**src/rtl/seq_decoder.sv**
```systemverilog
// seq_decoder: registered one-hot line decoder with level, pulse, scan and clear modes.
module seq_decoder #(
  parameter int N = 2,
  parameter int PULSE_W = 3,
  localparam int OUTS = 2 ** N
) (
  input  logic            clk,
  input  logic            rst_n,
  input  logic            in_valid,
  output logic            in_ready,
  input  logic [N-1:0]    sel,
  input  logic [1:0]      mode,
  input  logic            en,
  output logic [OUTS-1:0] dout,
  output logic            dout_valid,
  output logic            busy
);
  localparam int CW = ($clog2(PULSE_W) > N) ? $clog2(PULSE_W) : N;
  typedef enum logic [1:0] {S_IDLE, S_HOLD, S_PULSE, S_SCAN} state_e;
  state_e state_q, state_d;
  logic [OUTS-1:0] oh_q, oh_d, sel_oh;
  logic [CW-1:0] cnt_q, cnt_d;
  always_ff @(posedge clk) begin
    if (!rst_n) begin
      state_q <= S_IDLE;
      oh_q <= '0;
      cnt_q <= '0;
    end else begin
      state_q <= state_d;
      oh_q <= oh_d;
      cnt_q <= cnt_d;
    end
  end
  assign sel_oh = {{(OUTS-1){1'b0}}, 1'b1} << sel;
  assign busy = (state_q == S_PULSE) | (state_q == S_SCAN);
  assign in_ready = ~busy;
  assign dout = en ? oh_q : '0;
  assign dout_valid = |oh_q;
  // A running sequence ignores requests; the last count clears the line and returns to idle.
  always_comb begin
    state_d = state_q;
    oh_d = oh_q;
    cnt_d = cnt_q;
    if (busy) begin
      if (cnt_q == '0) begin
        state_d = S_IDLE;
        oh_d = '0;
      end else begin
        cnt_d = cnt_q - CW'(1);
        oh_d = (state_q == S_SCAN) ? {oh_q[OUTS-2:0], oh_q[OUTS-1]} : oh_q;
      end
    end else if (in_valid) begin
      state_d = (mode == 2'b00) ? S_HOLD : (mode == 2'b01) ? S_PULSE : (mode == 2'b10) ? S_SCAN : S_IDLE;
      oh_d = (mode == 2'b11) ? '0 : sel_oh;
      cnt_d = (mode == 2'b10) ? CW'(OUTS - 1) : CW'(PULSE_W - 1);
    end
  end
endmodule

```
**config.mk**
```make
export PLATFORM = sky130hd
export DESIGN_NAME = seq_decoder
export DESIGN_NICKNAME = d
export VERILOG_FILES = /design/src/rtl/seq_decoder.sv
export SDC_FILE = /design/constraint.sdc
export NUM_CORES = 1
export LEC_CHECK = 0
export CAP_MARGIN = 10
export CORE_AREA = 2 2 39 41
export DETAILED_ROUTE_END_ITERATION = 8
export DIE_AREA = 0 0 41 43
export DONT_BUFFER_PORTS = 1
export PLACE_DENSITY = 0.61
export SETUP_SLACK_MARGIN = 0.02
export SYNTH_ARGS = -nofsm -noshare
export SYNTH_HDL_FRONTEND = slang
export SYNTH_SLANG_ARGS = --single-unit
```
**constraint.sdc**
```tcl
create_clock -name clk -period 3.91 [get_ports clk]
set_input_delay 0.391 -clock clk [delete_from_list [all_inputs] [get_ports clk]]
set_output_delay 0.391 -clock clk [all_outputs]
set_load 0.02 [all_outputs]
```
# --- After elaboration in Yosys (flattened, before gate mapping) ---
# Cells that the tools add are included.
totals:
  ff_bits: 8
  inputBits: 8
  out_inout_bits: 7
  word_cells: 38
classes:
  addsub: 1
  eq_ne: 8
  n_shift: 1
  n_mux: 16
  n_bitwise: 2
  reduce_logical: 7
op_table:
  columns: ["cell", "n"]
  rows:
  - ["2-to-1 mux 4 bit", 6]
  - ["2-to-1 mux 2 bit", 9]
  - ["== test 2 bit, second input constant", 4]
  - ["AND reduction 2 bit", 3]
  - ["zero test 2 bit", 2]
  - ["OR reduction 4 bit", 1]
  - ["left shift 1 x 2 -> 4 bit, first input constant", 1]
  - ["inequality test 3 x 1 -> 1 bit, second input constant", 1]
  - ["== test 2 x 1 -> 1 bit, second input constant", 1]
  - ["inequality test 2 x 1 -> 1 bit, second input constant", 1]
  - ["inequality test 2 bit, second input constant", 1]
  - ["nonzero test 2 bit", 1]
  - ["subtractor 2 x 1 -> 2 bit, second input constant", 1]
  - ["2-to-1 mux 1 bit", 1]
  - ["inverter 1 bit", 1]
  - ["OR 1 bit", 1]

# --- Longest topological paths before layout ---
# Gate-level depths: netlist of the first run.
depth:
  word_depth: 6
  mapped_depth: 5
  depth_no_buf: 5

# --- Worst setup path after synthesis of the first run ---
# Ideal clock, no wire load.
synth_path:
  kind: "register -> register"
  start: "register cnt_q[0]"
  end: "register oh_q[0]"
  setup_ns: 0.134
  arrival_ns: 1.214
  t_required_ns: 3.776
  slack_ns: 2.562
  path_stages_with_launch: 6
  n_path_buf: 0
  period_less_slack_ns: 1.348
  path_cell_list: "dfxtp_1 inv_1 ha_1 nand2b_1 o311ai_0 a21oi_2"
synth_between:
  elab_chain_cells: 3
  word_cells_on_any_way: 5
  cone_classes: "eq/ne: 1; mux: 2; reduce/logical: 2"
synth_lines:
  columns: ["item", "line_no", "rtl"]
  rows:
  - ["from (decl)", "22", "logic [CW-1:0] cnt_q, cnt_d;"]
  - ["from (signal assigned)", "31", "cnt_q <= cnt_d;"]
  - ["zero test 2 bit (*)", "45", "if (cnt_q == '0) begin"]
  - ["inequality test 3 x 1 -> 1 bit (no line) / 2-to-1 mux 4 bit (equally long branches)", null, null]
  - ["AND reduction 2 bit (no line) / 2-to-1 mux 4 bit (equally long branches)", null, null]
  - ["to (signal assigned)", "30", "oh_q <= oh_d;"]
  - ["to (decl)", "21", "logic [OUTS-1:0] oh_q, oh_d, sel_oh;"]
# Mark *: on every way between the ends. The rest lies on a longest branch, timed or not.
# A chain may end at the register's enable or synchronous reset.

# --- Worst setup path after layout of the first run ---
layout_path:
  start: "register state_q[1]"
  end: "output in_ready"
layout_between:
  elab_chain_cells: 3
  word_cells_on_any_way: 4
  cone_classes: "eq/ne: 2; bitwise: 2"
layout_lines:
  columns: ["item", "line_no", "rtl"]
  rows:
  - ["from (decl)", "20", "state_e state_q, state_d;"]
  - ["from (signal assigned)", "29", "state_q <= state_d;"]
  - ["== test 2 bit", "35", "assign busy = (state_q == S_PULSE) | (state_q == S_SCAN);"]
  - ["OR 1 bit (*)", "35", null]
  - ["inverter 1 bit (*)", "36", "assign in_ready = ~busy;"]
  - ["to (decl)", "10", "output logic in_ready,"]
# Marks and branches as above.

==> metrics, run 1 <==
status=finished, final reports clean; placed instance area=559 sq um; Iteration-0 DRC Markers=22; die height=43 um; Async SR Flop Fraction=0%; Seq pwr share=around half; Sw Share=between 20% and 30%; CP peak stage delay=0.79 ns; setup violators final=0; RSZ-0062 raised after global routing=false; CTS Sinks=8; Clock transition at path regs=0.05 ns; CTS tree=done; worst relative slew slack=around half; first-pass GRT wire length=1.72 mm; CP Buf/Inv Count=1; P_leak=0.219 nW; Clock Tree Buf Depth=2; final instance area=582 sq um; setup_tns=0 ns; Placer Congestion=0.739; IO Port Bufs=0; DR vias/cell=5.76; Int Power=146 uW; Startpoint Class=flop; Crit Path Class=reg -> out; fraction of layout cells with a size suffix above 1=10.9%; P_sw=62.5 uW; number of distinct library cells after synthesis=30; Max-Cap Viols=0; Top Ports=15; Pre-antenna DRT Iters=4; H-tree levels=1; clock root buffer master=clkbuf_4; sequential share of the synthesized area=27.9%; dpl ws=2.30 ns; hold_buf cts=0; initial core utilization=between 40 and 50%; total gr overflow=0; clock period minus worst slack=roughly 1.8 ns; Final Skew=0.000722 ns; drt drc=0; pwr dens=between 300 and 400 nW/um^2; post-synthesis area per instance=8.84 sq um; CP Data Required Time=~3.5 ns; Mapped Nets=77; FMAX=0.569 GHz; hold crit path type=in -> reg; PnR worst setup slack=2.15 ns; Combinational Power Share=about 23%; Util after Layout=a little over two fifths; final hold slack=around 0.3 ns; Tcrit/Tclk final=44.9%; Via Count=around 460; delay-heaviest family, CP=flip-flops; Layout fillers=about 130; share of the synthesized area in the top cell type=27.9%; post-DP HPWL=approximately 800 um; Yosys top cell by area=dfxtp_1; maximum fanout along the worst path=20; Slew Limit Fails=0; Core Region=1380 sq um; Final Net Count=between 70 and 80; top_reg_cell synth=dfxtp_1; Crit-path slowest cell=dfxtp_1; routed len/inst=12.6 um; top cells by area, synth=dfxtp_1 28%, ha_1 8.7%, o311ai_0 6.1%; post-CTS sizing=0; GRT Util Overall=14.6%; Critical Path AT=~1.4 ns; antenna violations before repair=0; CP Capture Type=output port; die area=1760 sq um; Syn Std Cell Area=574 sq um; P&R area growth vs syn=1.31%; Routed WL=1.01 mm; VDD IR max=151 uV; multi-input logic area=353 sq um; final hold vios=0; Least-Margin Pin Slew=approximately 0.74 ns; ANT nets after route=0; Ys Warns=0; EDFF count, synth=0; largest net degree at the start of global routing=21; cell count after synthesis=65; Synth Register Bits=8; ANT cells=0; worst-path cell chain=inv_1; sequential cell area=160 sq um; Num CTS Buffers=3; Die Wd=41 um; vias in the first global route=421; Clk Latency, worst-skew pair=between 0.2 and 0.25 ns; Clk network pwr share=approximately 28%; Setup Buffers After CTS=0; # rows=14
==> cells in the mapped netlist, types with 2 or more instances <==
master	number
a21oi_1	4
a21oi_2	2
a31oi_1	3
and2_1	4
dfxtp_1	8
ha_1	4
inv_1	7
nand2_1	2
nor2_1	3
nor4b_1	2
o311ai_0	4
or3_1	4
==> per-layer routing <==
metal  up-vias  GRT usage [%]  wire, um
met2         5           21.6       497
met4         0           10.0        10
met5         -              0         0
met1       214           17.9       473
li1        240              -         -
met3         2           3.14        27
==> logic make-up (layout without fill, tap and decap cells) <==
group / Yosys count / count (layout) / share of synthesized area [%]
AO/OA/AOI/OAI: 18 / 18 / 22.9
XOR/XNOR: 1 / 1 / 1.53
adder cells (fa/ha/maj): 4 / 4 / 8.71
buffers and inverters: 11 / 10 / 10.7
flip-flops: 8 / 8 / 27.9
multiplexers: 1 / 1 / 1.74
AND/OR/NAND/NOR: 22 / 22 / 26.6
==> path summary, 6_finish.rpt <==
| check | from | to | slack (ns) | cells after the start |
|---|---|---|---|---|
| max | state_q[1]$_SDFFE_PN0P_ | in_ready | 2.15 | 1 |
| max reg2reg | state_q[1]$_SDFFE_PN0P_ | oh_q[0]$_SDFFE_PN0P_ | 2.27 | 3 |
| min | rst_n | oh_q[1]$_SDFFE_PN0P_ | 0.30 | 2 |
| min reg2reg | cnt_q[1]$_SDFFE_PN0P_ | cnt_q[1]$_SDFFE_PN0P_ | 0.48 | 2 |
==> stage by stage <==
| step | instances | power, mW |
|---|---|---|
| after floorplan | 65 | 0.149 |
| after global placement | 77 | 0.152 |
| after detailed placement | 77 | 0.151 |
| after CTS | 80 | 0.214 |
| after global routing | 80 | 0.224 |
| final | 80 | 0.209 |
==> power groups by stage <==
stage / Combinational (mW) / Sequential, mW / Clock (mW)
after floorplan: 0.0524 / 0.0962 / 0
after global placement: 0.0489 / 0.103 / 0
after detailed placement: 0.0488 / 0.103 / 0
after CTS: 0.0491 / 0.101 / 0.0637
after global routing: 0.0555 / 0.103 / 0.0659
final: 0.0484 / 0.101 / 0.0588
==> cell usage in the layout (no fill, tap or decap), types with 2 or more instances in the layout <==
cell type and n:
a21oi_1 4, a21oi_2 2, a31oi_1 3, and2_1 4, clkbuf_4 3, dfxtp_1 8
ha_1 4, inv_1 7, nand2_1 2, nor2_1 3, nor4b_1 2, o311ai_0 4
or3_1 4
==> final cells by class <==
type	instances	area share, %
clock buffer	3	3.87
inverter	7	4.52
multi-input combinational	46	60.6
sequential	8	27.5
tap	16	3.44
==> sequential cells by signal, summed over array words and instances (netlist names) <==
name,cells
state_q,2
cnt_q,2
oh_q,4
(Power assumes the default switching activity.)
==> run 2, diff against run 1 <==
--- a/config.mk
+++ b/config.mk
@@ -10,7 +10,7 @@
 export DETAILED_ROUTE_END_ITERATION = 8
 export DIE_AREA = 0 0 41 43
 export DONT_BUFFER_PORTS = 1
-export PLACE_DENSITY = 0.61
+export PLACE_DENSITY = 0.63
 export SETUP_SLACK_MARGIN = 0.02
 export SYNTH_ARGS = -nofsm -noshare
 export SYNTH_HDL_FRONTEND = slang
==> constraint.sdc (replaced) <==
create_clock -name clk -period 1.6 [get_ports clk]
set_input_delay 0.16 -clock clk [delete_from_list [all_inputs] [get_ports clk]]
set_output_delay 0.16 -clock clk [all_outputs]
set_load 0.02 [all_outputs]
==> run 2 against run 1 <==
Against the previous run: sequential share of layout area down 1.0 points; largest power group unchanged; worst setup slack got worse by 2.0 ns; sequential cell count unchanged.
==> metrics, run 2 (synthesized netlist as in run 1, its figures left out) <==
sink of the worst hold path=oh_q[1]$_SDFFE_PN0P_ (unchanged); worst relative slew slack=68.4% (was 50.8%); worst r2r src=cnt_q[0]$_SDFFE_PN0P_ (was state_q[1]$_SDFFE_PN0P_); ANT cells=0 (unchanged); Tcrit/Tclk final=roughly 90%; setup violators final=0 (unchanged); GRT Util Overall=15.9% (was 14.6%); met3 wire len=40 um (was 27 um); largest net degree at the start of global routing=18 (was 21); largest register by flop count=oh_q (unchanged); Routed WL=1.10 mm (was 1.01 mm); PnR worst setup slack=0.186 ns (was 2.15 ns); FMAX=0.707 GHz; hold crit path type=in -> reg (unchanged); Iteration-0 DRC Markers=9 (was 22); status=finished, final reports clean (unchanged); Die Wd=41 um (unchanged); post-DP HPWL=856 um (was 810 um); H-tree levels=1 (unchanged); Pre-antenna DRT Iters=4 (unchanged); P&R area growth vs syn=5.23% (was 1.31%); total gr overflow=0 (unchanged); RSZ-0062 raised after global routing=false (unchanged); min-delay src=rst_n (unchanged); WL met1=503 um (was 473 um); Final Net Count=81 (was 78); most common cell after layout, fill and taps aside=dfxtp_1 (unchanged); fraction of layout cells with a size suffix above 1=14.9% (was 10.9%); dpl ws=0.217 ns (was 2.30 ns); Core Region=1380 sq um (unchanged); CP Buf/Inv Count=0 (was 1); hold path depth=2 (unchanged); Placer Congestion=0.751 (was 0.739); Slew Limit Fails=0 (unchanged); most frequent cells in the layout=8 x dfxtp_1, 7 x inv_1 (unchanged); Layout fillers=145 (was 131); first-pass GRT wire length=1.88 mm (was 1.72 mm); DR vias/cell=5.76 (about the same); die area=1760 sq um (unchanged); met2 routed WL=528 um (was 497 um); Top Ports=15 (unchanged); CTS Sinks=8 (unchanged); Least-Margin Pin Slew=0.473 ns (was 0.737 ns); post-CTS sizing=0 (unchanged); CTS tree=done (unchanged); P_leak=0.234 nW (was 0.219 nW); uppermost routed layer=met4 (unchanged); routed len/inst=13.2 um (was 12.6 um); final hold vios=0 (unchanged); Max-Cap Viols=0 (unchanged); Setup Buffers After CTS=0 (unchanged); vias in the first global route=463 (was 421); Crit Path Class=reg -> out (unchanged); worst-path cell chain=or4_1 (was inv_1); CP peak stage delay=0.66 ns (was 0.79 ns); placed instance area=582 sq um (was 559 sq um); ANT nets after route=0 (unchanged); Num CTS Buffers=3 (unchanged); biggest regs=oh_q (4), cnt_q (2), state_q (2) (unchanged); IO Port Bufs=0 (unchanged); R2R setup slack=0.19 ns (was 2.27 ns); Startpoint Class=flop (unchanged); Reg2Reg Capture Point=oh_q[0]$_SDFFE_PN0P_ (unchanged); Crit-path slowest cell=or4_1 (was dfxtp_1); drt drc=0 (unchanged); clock root buffer master=clkbuf_4 (unchanged); final instance area=604 sq um (was 582 sq um); clock period minus worst slack=1.41 ns; # rows=14 (unchanged); Final Skew=0.00313 ns (was 0.000722 ns); die height=43 um (unchanged); VDD IR max=298 uV (was 151 uV); hold_buf cts=0 (unchanged); number of flip-flops in the largest register=4 (unchanged); total power=532 uW (was 209 uW); Clock transition at path regs=0.05 ns (about the same); Clk Latency, worst-skew pair=0.25 ns (was 0.24 ns); Reg2Reg Depth=5 (was 3); antenna violations before repair=0 (unchanged); Via Count=478 (was 461); pwr dens=881 nW/um^2 (was 358 nW/um^2); CP Data Required Time=1.44 ns (was 3.52 ns); maximum fanout along the worst path=5 (was 20); CP Capture Type=output port (unchanged); delay-heaviest family, CP=simple AND/OR/NAND/NOR gates (was flip-flops); Clock Tree Buf Depth=2 (unchanged); Critical Path AT=1.25 ns (was 1.37 ns); initial core utilization=41.5% (unchanged); setup_tns=0 ns (unchanged)
## run 2: how the worst max path moves through the flow
stage | from | slack (ns) | cells after the start | end
6_report | oh_q[3]$_SDFFE_PN0P_ | 0.19 | 1 | dout_valid
5_1_grt | state_q[1]$_SDFFE_PN0P_ | 0.05 | 3 | oh_q[2]$_SDFFE_PN0P_
4_1_cts | oh_q[3]$_SDFFE_PN0P_ | 0.18 | 1 | dout_valid
3_5_place_dp | cnt_q[0]$_SDFFE_PN0P_ | 0.22 | 5 | oh_q[0]$_SDFFE_PN0P_
3_3_place_gp | state_q[1]$_SDFFE_PN0P_ | 0.25 | 3 | oh_q[0]$_SDFFE_PN0P_
2_1_floorplan | cnt_q[0]$_SDFFE_PN0P_ | 0.25 | 5 | oh_q[0]$_SDFFE_PN0P_
## run 2: layer usage
| metal | vias up | GRT usage [%] |
|---|---|---|
| li1 | 244 | - |
| met1 | 222 | 19.4 |
| met2 | 8 | 23.1 |
| met3 | 4 | 3.14 |
| met4 | 0 | 12.0 |
| met5 | - | 0 |
## run 2: layout make-up
| cell class | count | area, sq um | area share (%) |
|---|---|---|---|
| multi-input combinational | 46 | 353 | 58.4 |
| sequential | 8 | 160 | 26.5 |
| inverter | 7 | 26.3 | 4.35 |
| clock buffer | 3 | 22.5 | 3.73 |
| timing repair buffer | 3 | 22.5 | 3.73 |
| tap | 16 | 20.0 | 3.31 |
## run 2: through the flow
stage                     instances  hold WS, ns  utilization (%)
after floorplan                  65        0.315                -
after global placement           80        0.329             42.0
after detailed placement         80        0.330             42.0
after CTS                        83       0.0586             43.7
after global routing             83       0.0689             43.7
final                            83       0.0647             43.7
## run 2: where the power goes
group	switching [mW]	total, mW	internal, mW
clock network	0.0703	0.156	0.0860
logic	0.0728	0.134	0.0613
registers	0.0236	0.242	0.218
==> run 3, diff against run 2 <==
--- a/config.mk
+++ b/config.mk
@@ -15,3 +15,4 @@
 export SYNTH_ARGS = -nofsm -noshare
 export SYNTH_HDL_FRONTEND = slang
 export SYNTH_SLANG_ARGS = --single-unit
+export TNS_END_PERCENT = 10
==> results of run 3 <==
Final layout, timing and power as in run 2 (identical DEF).
